File: config.mk
export PLATFORM = sky130hd
export DESIGN_NAME = alu_seq
export DESIGN_NICKNAME = d
export VERILOG_FILES = /design/src/rtl/alu_seq.sv
export SDC_FILE = /design/constraint.sdc
export NUM_CORES = 1
export LEC_CHECK = 0
export CAP_MARGIN = 30
export CELL_PAD_IN_SITES_DETAIL_PLACEMENT = 1
export CELL_PAD_IN_SITES_GLOBAL_PLACEMENT = 1
export CORE_ASPECT_RATIO = 1.5
export CORE_MARGIN = 3
export CORE_UTILIZATION = 45
export DETAILED_ROUTE_END_ITERATION = 10
export PLACE_DENSITY_LB_ADDON = 0.1
export SYNTH_ARGS = -nofsm -noshare
export SYNTH_HDL_FRONTEND = slang
export SYNTH_SLANG_ARGS = --single-unit
File: constraint.sdc
create_clock -name clk -period 6 [get_ports clk]
set_clock_uncertainty 0.15 [all_clocks]
set_input_delay 1.8 -clock clk [delete_from_list [all_inputs] [get_ports clk]]
set_output_delay 1.8 -clock clk [all_outputs]
set_load 0.01 [all_outputs]
File: src/rtl/alu_seq.sv
// alu_seq: registered multi-cycle ALU with operand/result valid-ready handshakes and Z/C/N/V flags.
// Define ALU_MUL_EN to build the iterative shift-add multiplier for opcode 011.
module alu_seq #(
    parameter int WIDTH = 8,
    parameter int SHW   = $clog2(WIDTH)
) (
    input  logic             clk,
    input  logic             rst,
    input  logic             in_valid,
    output logic             in_ready,
    input  logic [WIDTH-1:0] a_in,
    input  logic [WIDTH-1:0] b_in,
    input  logic [2:0]       alu_op,
    output logic             out_valid,
    input  logic             out_ready,
    output logic [WIDTH-1:0] alu_result,
    output logic             zero_flag,
    output logic             carry_flag,
    output logic             negative_flag,
    output logic             overflow_flag,
    output logic             busy
);
    localparam int CW = SHW + 1;
    localparam logic [CW-1:0] CNT_ONE = {{(CW-1){1'b0}}, 1'b1};
    localparam logic [CW-1:0] CNT_MUL = CW'(WIDTH);

    localparam logic [2:0] OP_AND  = 3'b000;
    localparam logic [2:0] OP_OR   = 3'b001;
    localparam logic [2:0] OP_ADD  = 3'b010;
    localparam logic [2:0] OP_MUL  = 3'b011;
    localparam logic [2:0] OP_SHL  = 3'b100;
    localparam logic [2:0] OP_SHR  = 3'b101;
    localparam logic [2:0] OP_SUB  = 3'b110;
    localparam logic [2:0] OP_PASS = 3'b111;

    typedef enum logic [1:0] {
        ST_IDLE = 2'b00,
        ST_EXEC = 2'b01,
        ST_DONE = 2'b10
    } state_t;

    state_t             state_r, state_next_s;
    logic               in_ready_r, busy_r, out_valid_r;
    logic               in_ready_s, busy_s, out_valid_s;
    logic [2:0]         op_r;
    logic [2*WIDTH-1:0] acc_r, step_s;
    logic [CW-1:0]      cnt_r;
    logic               accept_s, multi_s, last_step_s;
    logic [WIDTH:0]     sum_s;
    logic [WIDTH-1:0]   sc_result_s, ex_result_s, load_result_s;
    logic               sc_carry_s, sc_ovf_s, ex_carry_s;
    logic               load_en_s, load_carry_s, load_ovf_s;
    logic [WIDTH-1:0]   alu_result_r;
    logic               zero_r, carry_r, negative_r, overflow_r;
`ifdef ALU_MUL_EN
    logic [WIDTH-1:0]   a_r;
    logic [WIDTH:0]     mul_sum_s;
`endif

    // in_ready is a flop, so an accept never depends combinationally on itself
    assign accept_s    = in_valid & in_ready_r;
    assign last_step_s = (cnt_r == CNT_ONE);

    // Single-cycle datapath evaluated directly on the incoming operands
    always_comb begin
        sum_s       = {(WIDTH+1){1'b0}};
        sc_result_s = {WIDTH{1'b0}};
        sc_carry_s  = 1'b0;
        sc_ovf_s    = 1'b0;
        case (alu_op)
            OP_AND:  sc_result_s = a_in & b_in;
            OP_OR:   sc_result_s = a_in | b_in;
            OP_ADD: begin
                sum_s       = {1'b0, a_in} + {1'b0, b_in};
                sc_result_s = sum_s[WIDTH-1:0];
                sc_carry_s  = sum_s[WIDTH];
                sc_ovf_s    = (a_in[WIDTH-1] == b_in[WIDTH-1]) && (sum_s[WIDTH-1] != a_in[WIDTH-1]);
            end
            OP_SUB: begin
                sum_s       = {1'b0, a_in} + {1'b0, ~b_in} + {{WIDTH{1'b0}}, 1'b1};
                sc_result_s = sum_s[WIDTH-1:0];
                sc_carry_s  = sum_s[WIDTH];
                sc_ovf_s    = (a_in[WIDTH-1] != b_in[WIDTH-1]) && (sum_s[WIDTH-1] != a_in[WIDTH-1]);
            end
            OP_SHL:  sc_result_s = a_in;
            OP_SHR:  sc_result_s = a_in;
            OP_PASS: sc_result_s = b_in;
            default: sc_result_s = {WIDTH{1'b0}};
        endcase
    end

    // Decide whether the accepted operation needs the iterative engine
    always_comb begin
        multi_s = 1'b0;
        if ((alu_op == OP_SHL) || (alu_op == OP_SHR)) begin
            multi_s = (b_in[SHW-1:0] != {SHW{1'b0}});
        end
`ifdef ALU_MUL_EN
        else if (alu_op == OP_MUL) begin
            multi_s = 1'b1;
        end
`endif
        else begin
            multi_s = 1'b0;
        end
    end

    // One iteration step: single-bit shift, or LSB-first shift-add into the upper half
    always_comb begin
        step_s     = acc_r;
        ex_carry_s = 1'b0;
`ifdef ALU_MUL_EN
        mul_sum_s  = {(WIDTH+1){1'b0}};
`endif
        case (op_r)
            OP_SHL: begin
                step_s     = {{WIDTH{1'b0}}, acc_r[WIDTH-2:0], 1'b0};
                ex_carry_s = acc_r[WIDTH-1];
            end
            OP_SHR: begin
                step_s     = {{WIDTH{1'b0}}, 1'b0, acc_r[WIDTH-1:1]};
                ex_carry_s = acc_r[0];
            end
`ifdef ALU_MUL_EN
            OP_MUL: begin
                mul_sum_s  = {1'b0, acc_r[2*WIDTH-1:WIDTH]} + (acc_r[0] ? {1'b0, a_r} : {(WIDTH+1){1'b0}});
                step_s     = {mul_sum_s, acc_r[WIDTH-1:1]};
                ex_carry_s = |step_s[2*WIDTH-1:WIDTH];
            end
`endif
            default: begin
                step_s     = acc_r;
                ex_carry_s = 1'b0;
            end
        endcase
        ex_result_s = step_s[WIDTH-1:0];
    end

    // Select what gets captured into the result/flag registers on entry to DONE
    always_comb begin
        load_en_s     = 1'b0;
        load_result_s = sc_result_s;
        load_carry_s  = sc_carry_s;
        load_ovf_s    = sc_ovf_s;
        if (accept_s && !multi_s) begin
            load_en_s = 1'b1;
        end else if ((state_r == ST_EXEC) && last_step_s) begin
            load_en_s     = 1'b1;
            load_result_s = ex_result_s;
            load_carry_s  = ex_carry_s;
            load_ovf_s    = 1'b0;
        end else begin
            load_en_s = 1'b0;
        end
    end

    // Next-state logic
    always_comb begin
        state_next_s = state_r;
        case (state_r)
            ST_IDLE: begin
                if (accept_s) begin
                    state_next_s = multi_s ? ST_EXEC : ST_DONE;
                end else begin
                    state_next_s = ST_IDLE;
                end
            end
            ST_EXEC: begin
                if (last_step_s) begin
                    state_next_s = ST_DONE;
                end else begin
                    state_next_s = ST_EXEC;
                end
            end
            ST_DONE: begin
                if (out_ready) begin
                    state_next_s = ST_IDLE;
                end else begin
                    state_next_s = ST_DONE;
                end
            end
            default: state_next_s = ST_IDLE;
        endcase
    end

    // Handshake/status decode from the next state, captured into flops below
    always_comb begin
        in_ready_s  = (state_next_s == ST_IDLE);
        busy_s      = (state_next_s == ST_EXEC) || (state_next_s == ST_DONE);
        out_valid_s = (state_next_s == ST_DONE);
    end

    // State register and registered handshake/status outputs
    always_ff @(posedge clk) begin
        if (rst) begin
            state_r     <= ST_IDLE;
            in_ready_r  <= 1'b0;
            busy_r      <= 1'b0;
            out_valid_r <= 1'b0;
        end else begin
            state_r     <= state_next_s;
            in_ready_r  <= in_ready_s;
            busy_r      <= busy_s;
            out_valid_r <= out_valid_s;
        end
    end

    // Operand capture and iteration state
    always_ff @(posedge clk) begin
        if (rst) begin
            op_r  <= OP_AND;
            acc_r <= {(2*WIDTH){1'b0}};
            cnt_r <= {CW{1'b0}};
`ifdef ALU_MUL_EN
            a_r   <= {WIDTH{1'b0}};
`endif
        end else if (accept_s) begin
            op_r  <= alu_op;
            cnt_r <= {1'b0, b_in[SHW-1:0]};
            acc_r <= {{WIDTH{1'b0}}, a_in};
`ifdef ALU_MUL_EN
            a_r   <= a_in;
            if (alu_op == OP_MUL) begin
                acc_r <= {{WIDTH{1'b0}}, b_in};
                cnt_r <= CNT_MUL;
            end
`endif
        end else if (state_r == ST_EXEC) begin
            acc_r <= step_s;
            cnt_r <= cnt_r - CNT_ONE;
        end else begin
            acc_r <= acc_r;
            cnt_r <= cnt_r;
        end
    end

    // Result and flag registers; held bit-stable until the next operation completes
    always_ff @(posedge clk) begin
        if (rst) begin
            alu_result_r <= {WIDTH{1'b0}};
            zero_r       <= 1'b0;
            carry_r      <= 1'b0;
            negative_r   <= 1'b0;
            overflow_r   <= 1'b0;
        end else if (load_en_s) begin
            alu_result_r <= load_result_s;
            zero_r       <= (load_result_s == {WIDTH{1'b0}});
            carry_r      <= load_carry_s;
            negative_r   <= load_result_s[WIDTH-1];
            overflow_r   <= load_ovf_s;
        end else begin
            alu_result_r <= alu_result_r;
        end
    end

    assign in_ready      = in_ready_r;
    assign busy          = busy_r;
    assign out_valid     = out_valid_r;
    assign alu_result    = alu_result_r;
    assign zero_flag     = zero_r;
    assign carry_flag    = carry_r;
    assign negative_flag = negative_r;
    assign overflow_flag = overflow_r;

endmodule

; ---- Word level (Yosys, flattened, before mapping)
; Cells that the tools add are included.
[totals]
reg_bits = 32
latch_bits = 0
mem_bits_rw = 0
rom_bits = 0
input_bits = 23
out_inout_bits = 15
wordCells = 76
memories = 0
[op_classes]
add_sub_neg = 4
multipliers = 0
div_mod_pow = 0
n_lt_le_gt_ge = 0
eq_ne = 17
shift = 0
mux = 23
bitwise = 4
n_reduce_logical = 15
[ops]
columns = cell, n
row1 = $pmux 8 s6, 1
row2 = $mux 8, 4
row3 = $add 8x8->9, 2
row4 = $eq 3x3->1 const B, 6
row5 = $pmux 8 s2, 1
row6 = $add 9x1->9 const B, 1
row7 = $and 8x8->8, 1
row8 = $logic_not 8->1, 1
row9 = $mux 2, 4
row10 = $not 8->8, 1
row11 = $or 8x8->8, 1
row12 = $mux 1, 7
row13 = $mux 3, 2
row14 = $pmux 1 s2, 3
row15 = $pmux 2 s3, 1
row16 = $eq 2x1->1 const B, 2
row17 = $eq 2x2->1 const B, 2
row18 = $eq 4x1->1 const B, 1
row19 = $logic_and 1x1->1, 4
row20 = $logic_not 2->1, 2
row21 = $reduce_or 2->1, 2
row22 = $sub 4x1->4 const B, 1
row23 = $eq 3x1->1 const B, 1
row24 = $eq 3x2->1 const B, 1
row25 = other kinds (8), 11

; ---- Longest topological paths before layout
[depth]
ltp_word = 8
mapped_depth = 10
mapped_depth_nobuf = 10

; ---- Least setup slack after synthesis
; No wires, ideal clock.
[synth_path]
path_kind = input to register
startpoint = input port a_in[1]
endpoint = register overflow_r (netlist: overflow_flag)
setup_time_ns = 0.070
t_arrival_ns = 3.637
required_ns = 5.780
setup_slack_ns = 2.142
path_stages = 9
n_path_buf = 0
cell_sequence = inv_1 > ha_1 > or2_1 > a2111o_1 > a22oi_2 > mux2_2 > o22ai_1 > nand4_1 > a21oi_1
[synth_between]
elab_chain_cells = 7
elab_cells_between_ends = 10
cone_classes = add/sub (3) / eq/ne (2) / mux (3) / reduce/logical (2)
[synth_rtl]
columns = element, line
row1 = from (decl), 11  ; input logic [WIDTH-1:0] a_in,
row2 = $add 8x8->9, 80  ; sum_s = {1'b0, a_in} + {1'b0, ~b_in} + {{WIDTH{1'b0}}, 1'b1};
row3 = $add 9x1->9, 80
row4 = $ne 1x1->1, 83  ; sc_ovf_s = (a_in[WIDTH-1] != b_in[WIDTH-1]) && (sum_s[WIDTH-1] != a_in[WIDTH-1]);
row5 = $logic_and 1x1->1, 83
row6 = $pmux 1 s2 *, 70  ; case (alu_op)
row7 = $mux 1, 147  ; end else if ((state_r == ST_EXEC) && last_step_s) begin
row8 = $mux 1 *, 145  ; if (accept_s && !multi_s) begin
row9 = to (signal assigned), 250  ; overflow_r <= load_ovf_s;
row10 = to (decl), 54  ; logic zero_r, carry_r, negative_r, overflow_r;
; Mark *: on every way between the ends. The rest lies on a longest branch, timed or not.
; A chain may end at the register's enable or synchronous reset.

; ---- Worst setup path after layout
[layout_path]
startpoint = input port b_in[1]
endpoint = register overflow_r (netlist: overflow_flag)
[layout_between]
elab_chain_cells = 8
elab_cells_between_ends = 16
cone_classes = add/sub (3) / eq/ne (2) / mux (5) / bitwise (1) / reduce/logical (5)
[layout_rtl]
columns = element, line
row1 = from (decl), 12  ; input logic [WIDTH-1:0] b_in,
row2 = $not 8->8, 80
row3 = $add 8x8->9, 80
row4 = $add 9x1->9, 80
row5 = $ne 1x1->1, 83
row6 = $logic_and 1x1->1, 83
row7 = $pmux 1 s2, 70
row8 = $mux 1, 147
row9 = $mux 1, 145
; Several ways; a longest one is shown, not always the timed one.

==> flow_summary.json <==
{
  "status": "completed",
  "setup_tns_ps": 0,
  "cts_root_buf": "clkbuf_8",
  "synth.top_cells.by_count": "nor2_1, nand2_1, dfxtp_1",
  "clock-sinks": 31,
  "swShare": 0.3273,
  "async_flop_share": 0,
  "min_period_over_period": 0.7641,
  "hold_path_end": "op_r[1]",
  "leakage_nw": 1.324,
  "dr_total_vias": 2888,
  "tritoncts": "done",
  "syn_avg_cell_area_um2": 7.704,
  "end_kind": "register",
  "synthTopCellsByArea": "dfxtp_1, ha_1, a21oi_1",
  "diodes": 0,
  "yosysSeqAreaShare": 0.2114,
  "syn_inst": 381,
  "cts_resized": 0,
  "hold_path_class": "reg -> reg",
  "dp_hpwl_um": 7052,
  "crit_required_ps": 6070,
  "cts-htree-levels": 2,
  "synth_edf_count": 0,
  "syn-num-nets": 434,
  "r2r-start": "state_r[0]",
  "core_mm2": 0.006218,
  "period_needed_ps": 4585,
  "p_per_area_mw_per_mm2": 197.1,
  "gp_routability_congestion": 0.9148,
  "rows": 35,
  "io_pins": 38,
  "detail-route-antenna-nets": 0,
  "max_slew.worst_pin.slew_ps": 848.5,
  "path_clk_slew_ps": 70,
  "die_area_mm2": 0.007548,
  "grt_util_met1": 0.3034,
  "grt_use_met3": 0.01636,
  "max_slew_margin": 0.4331,
  "power.internal_mw": 0.4500,
  "min-delay-start": "op_r[1]",
  "synth.distinct_cells": 68,
  "synth_most_common_cell": "nor2_1",
  "cp.arrival_ps": 4650,
  "total_power_mw": 0.6689,
  "critPathMaxFanout": 7,
  "slew_viol_final": 0,
  "grt_pass1_wl_um": 15130,
  "rsz0062_at_grt": "false",
  "max_freq_ghz": 0.2181,
  "r2r_slack_ps": 3400,
  "area_delta_synth_final_pct": 15.60,
  "busiest_layer": "met2",
  "vias_per_cell": 6.055,
  "post_cts_buffers": 0,
  "synth_top_area_cell": "dfxtp_1",
  "holdPathStages": 2,
  "peakVddDrop_mv": 0.1010,
  "start_kind": "input port",
  "first_global_vias": 3000,
  "combPwrFrac": 0.330,
  "p_switching_mw": 0.2189,
  "hold_violations": 0,
  "setup_violations": 0,
  "clk-insertion-delay-late_ps": 290,
  "cts_hold_buf": 0,
  "cts_buffers": 5,
  "reg2regPathDepth": 7,
  "synth-seq-cells": 31,
  "synthDominantCellAreaShare": 0.2114,
  "final_layout_size_suffix_gt1_frac": 0.08685,
  "grt_usage": 0.2517,
  "maxCapViolCount": 0,
  "nNetsFinal": 455,
  "routedWlPerCell_um": 19.13,
  "dr.pass1.iters": 4,
  "grt_start_max_net_pins": 34,
  "die-height_um": 104.9,
  "fp.dieW_um": 71.95,
  "num-fill-cells": 785,
  "wl_um": 9124,
  "grt_util_met2": 0.4645,
  "first_iter_violations": 126,
  "syn_area_mm2": 0.002935,
  "path_class": "in -> reg",
  "drc_errors": 0,
  "ys_warn_count": 0,
  "start_util": 0.4720,
  "r2r-end": "zero_flag",
  "cts.path.max_buffers": 2,
  "ys.flop_type": "dfxtp_1",
  "antenna_found_initial": 0,
  "p_clk_frac": 0.321,
  "seqPwrFrac": 0.349,
  "grt-ovfl-total": 0,
  "io_buffers": 37
}
-- how the worst max path moves through the flow --
| stage | from | to | slack (ps) | cells past startpoint |
|---|---|---|---|---|
| finish | b_in[1] | overflow_flag | 1420 | 10 |
| global route | b_in[1] | overflow_flag | 1290 | 10 |
| CTS | b_in[1] | overflow_flag | 1440 | 10 |
| detailed placement | b_in[1] | overflow_flag | 1150 | 10 |
| global placement | b_in[1] | overflow_flag | 1290 | 10 |
| floorplan | a_in[1] | overflow_flag | 2140 | 9 |
-- metal layers --
| layer | share of wire | up-vias | wire length (um) |
|---|---|---|---|
| met5 | 0 | - | 0 |
| met1 | 0.41 | 1421 | 3770 |
| li1 | - | 1399 | - |
| met3 | 0.019 | 15 | 175 |
| met4 | 0.024 | 0 | 218 |
| met2 | 0.54 | 53 | 4959 |
-- power by group through the flow --
stage	Sequential, mW	Combinational (mW)	Clock, mW
finish	0.234	0.220	0.215
global route	0.235	0.245	0.223
CTS	0.233	0.220	0.216
detailed placement	0.238	0.218	0
global placement	0.237	0.214	0
floorplan	0.237	0.147	0
-- cells by family after synthesis --
kind of cell / Yosys count / synth area share
AND/OR/NAND/NOR: 127 / 0.2118
multiplexers: 16 / 0.05669
buffers and inverters: 54 / 0.08524
flip-flops: 31 / 0.2114
adder cells (fa/ha/maj): 30 / 0.1330
XOR/XNOR: 7 / 0.02345
AO/OA/AOI/OAI: 116 / 0.2784
-- area by class of cell --
| type | instances | area (um2) | share of cell area |
|---|---|---|---|
| inverter | 28 | 105.1 | 0.03097 |
| clock inverter | 2 | 35.03 | 0.01032 |
| sequential | 31 | 620.6 | 0.1829 |
| clock buffer | 6 | 82.58 | 0.02434 |
| timing repair buffer | 40 | 392.9 | 0.1158 |
| tap | 74 | 92.59 | 0.02729 |
| multi-input combinational | 296 | 2064 | 0.6084 |
-- worst max-delay path, cell delays in order --
cell and delay, ps:
clkdlybuf4s50_1 670, inv_1 110, ha_1 300, or2_1 270
a2111o_1 430, a22oi_2 230, mux2_2 380, o22ai_1 150
nand4_1 140, a21oi_1 180
-- stage by stage --
stage               setup WS (ps)  instance area (um2)  cells  hold WS (ps)    util
global route                 1289                 3393    477         349.2  0.5457
detailed placement           1149                 3276    469         303.0  0.5268
floorplan                    2142                 2935    381         281.2       -
finish                       1415                 3393    477         314.9  0.5457
CTS                          1437                 3393    477         319.9  0.5457
global placement             1293                 3276    469         292.1  0.5268
-- cell usage in the layout, fill, tap and decap left out, types with 4 or more instances in the layout --
master and count:
a21oi_1 29, nor3_1 9, o22ai_1 7, and3_1 4, inv_1 26, a22oi_1 4, a211oi_1 10, nor2_1 38
nand3_1 8, mux2i_1 11, ha_1 28, clkbuf_8 6, xnor2_1 5, nand2b_1 7, o211ai_1 8, nor2b_1 6
clkdlybuf4s50_1 37, o21ai_0 18, nand2_1 37, dfxtp_1 31
-- flip-flops by register name (all words and copies together), names as in the netlist --
register and count:
out_valid 1, zero_flag 1, busy 1, carry_flag 1
overflow_flag 1, acc_r 8, in_ready 1, alu_result 8
op_r 3, state_r 2, cnt_r 4
No activity file was read; power rests on OpenSTA's default activity.
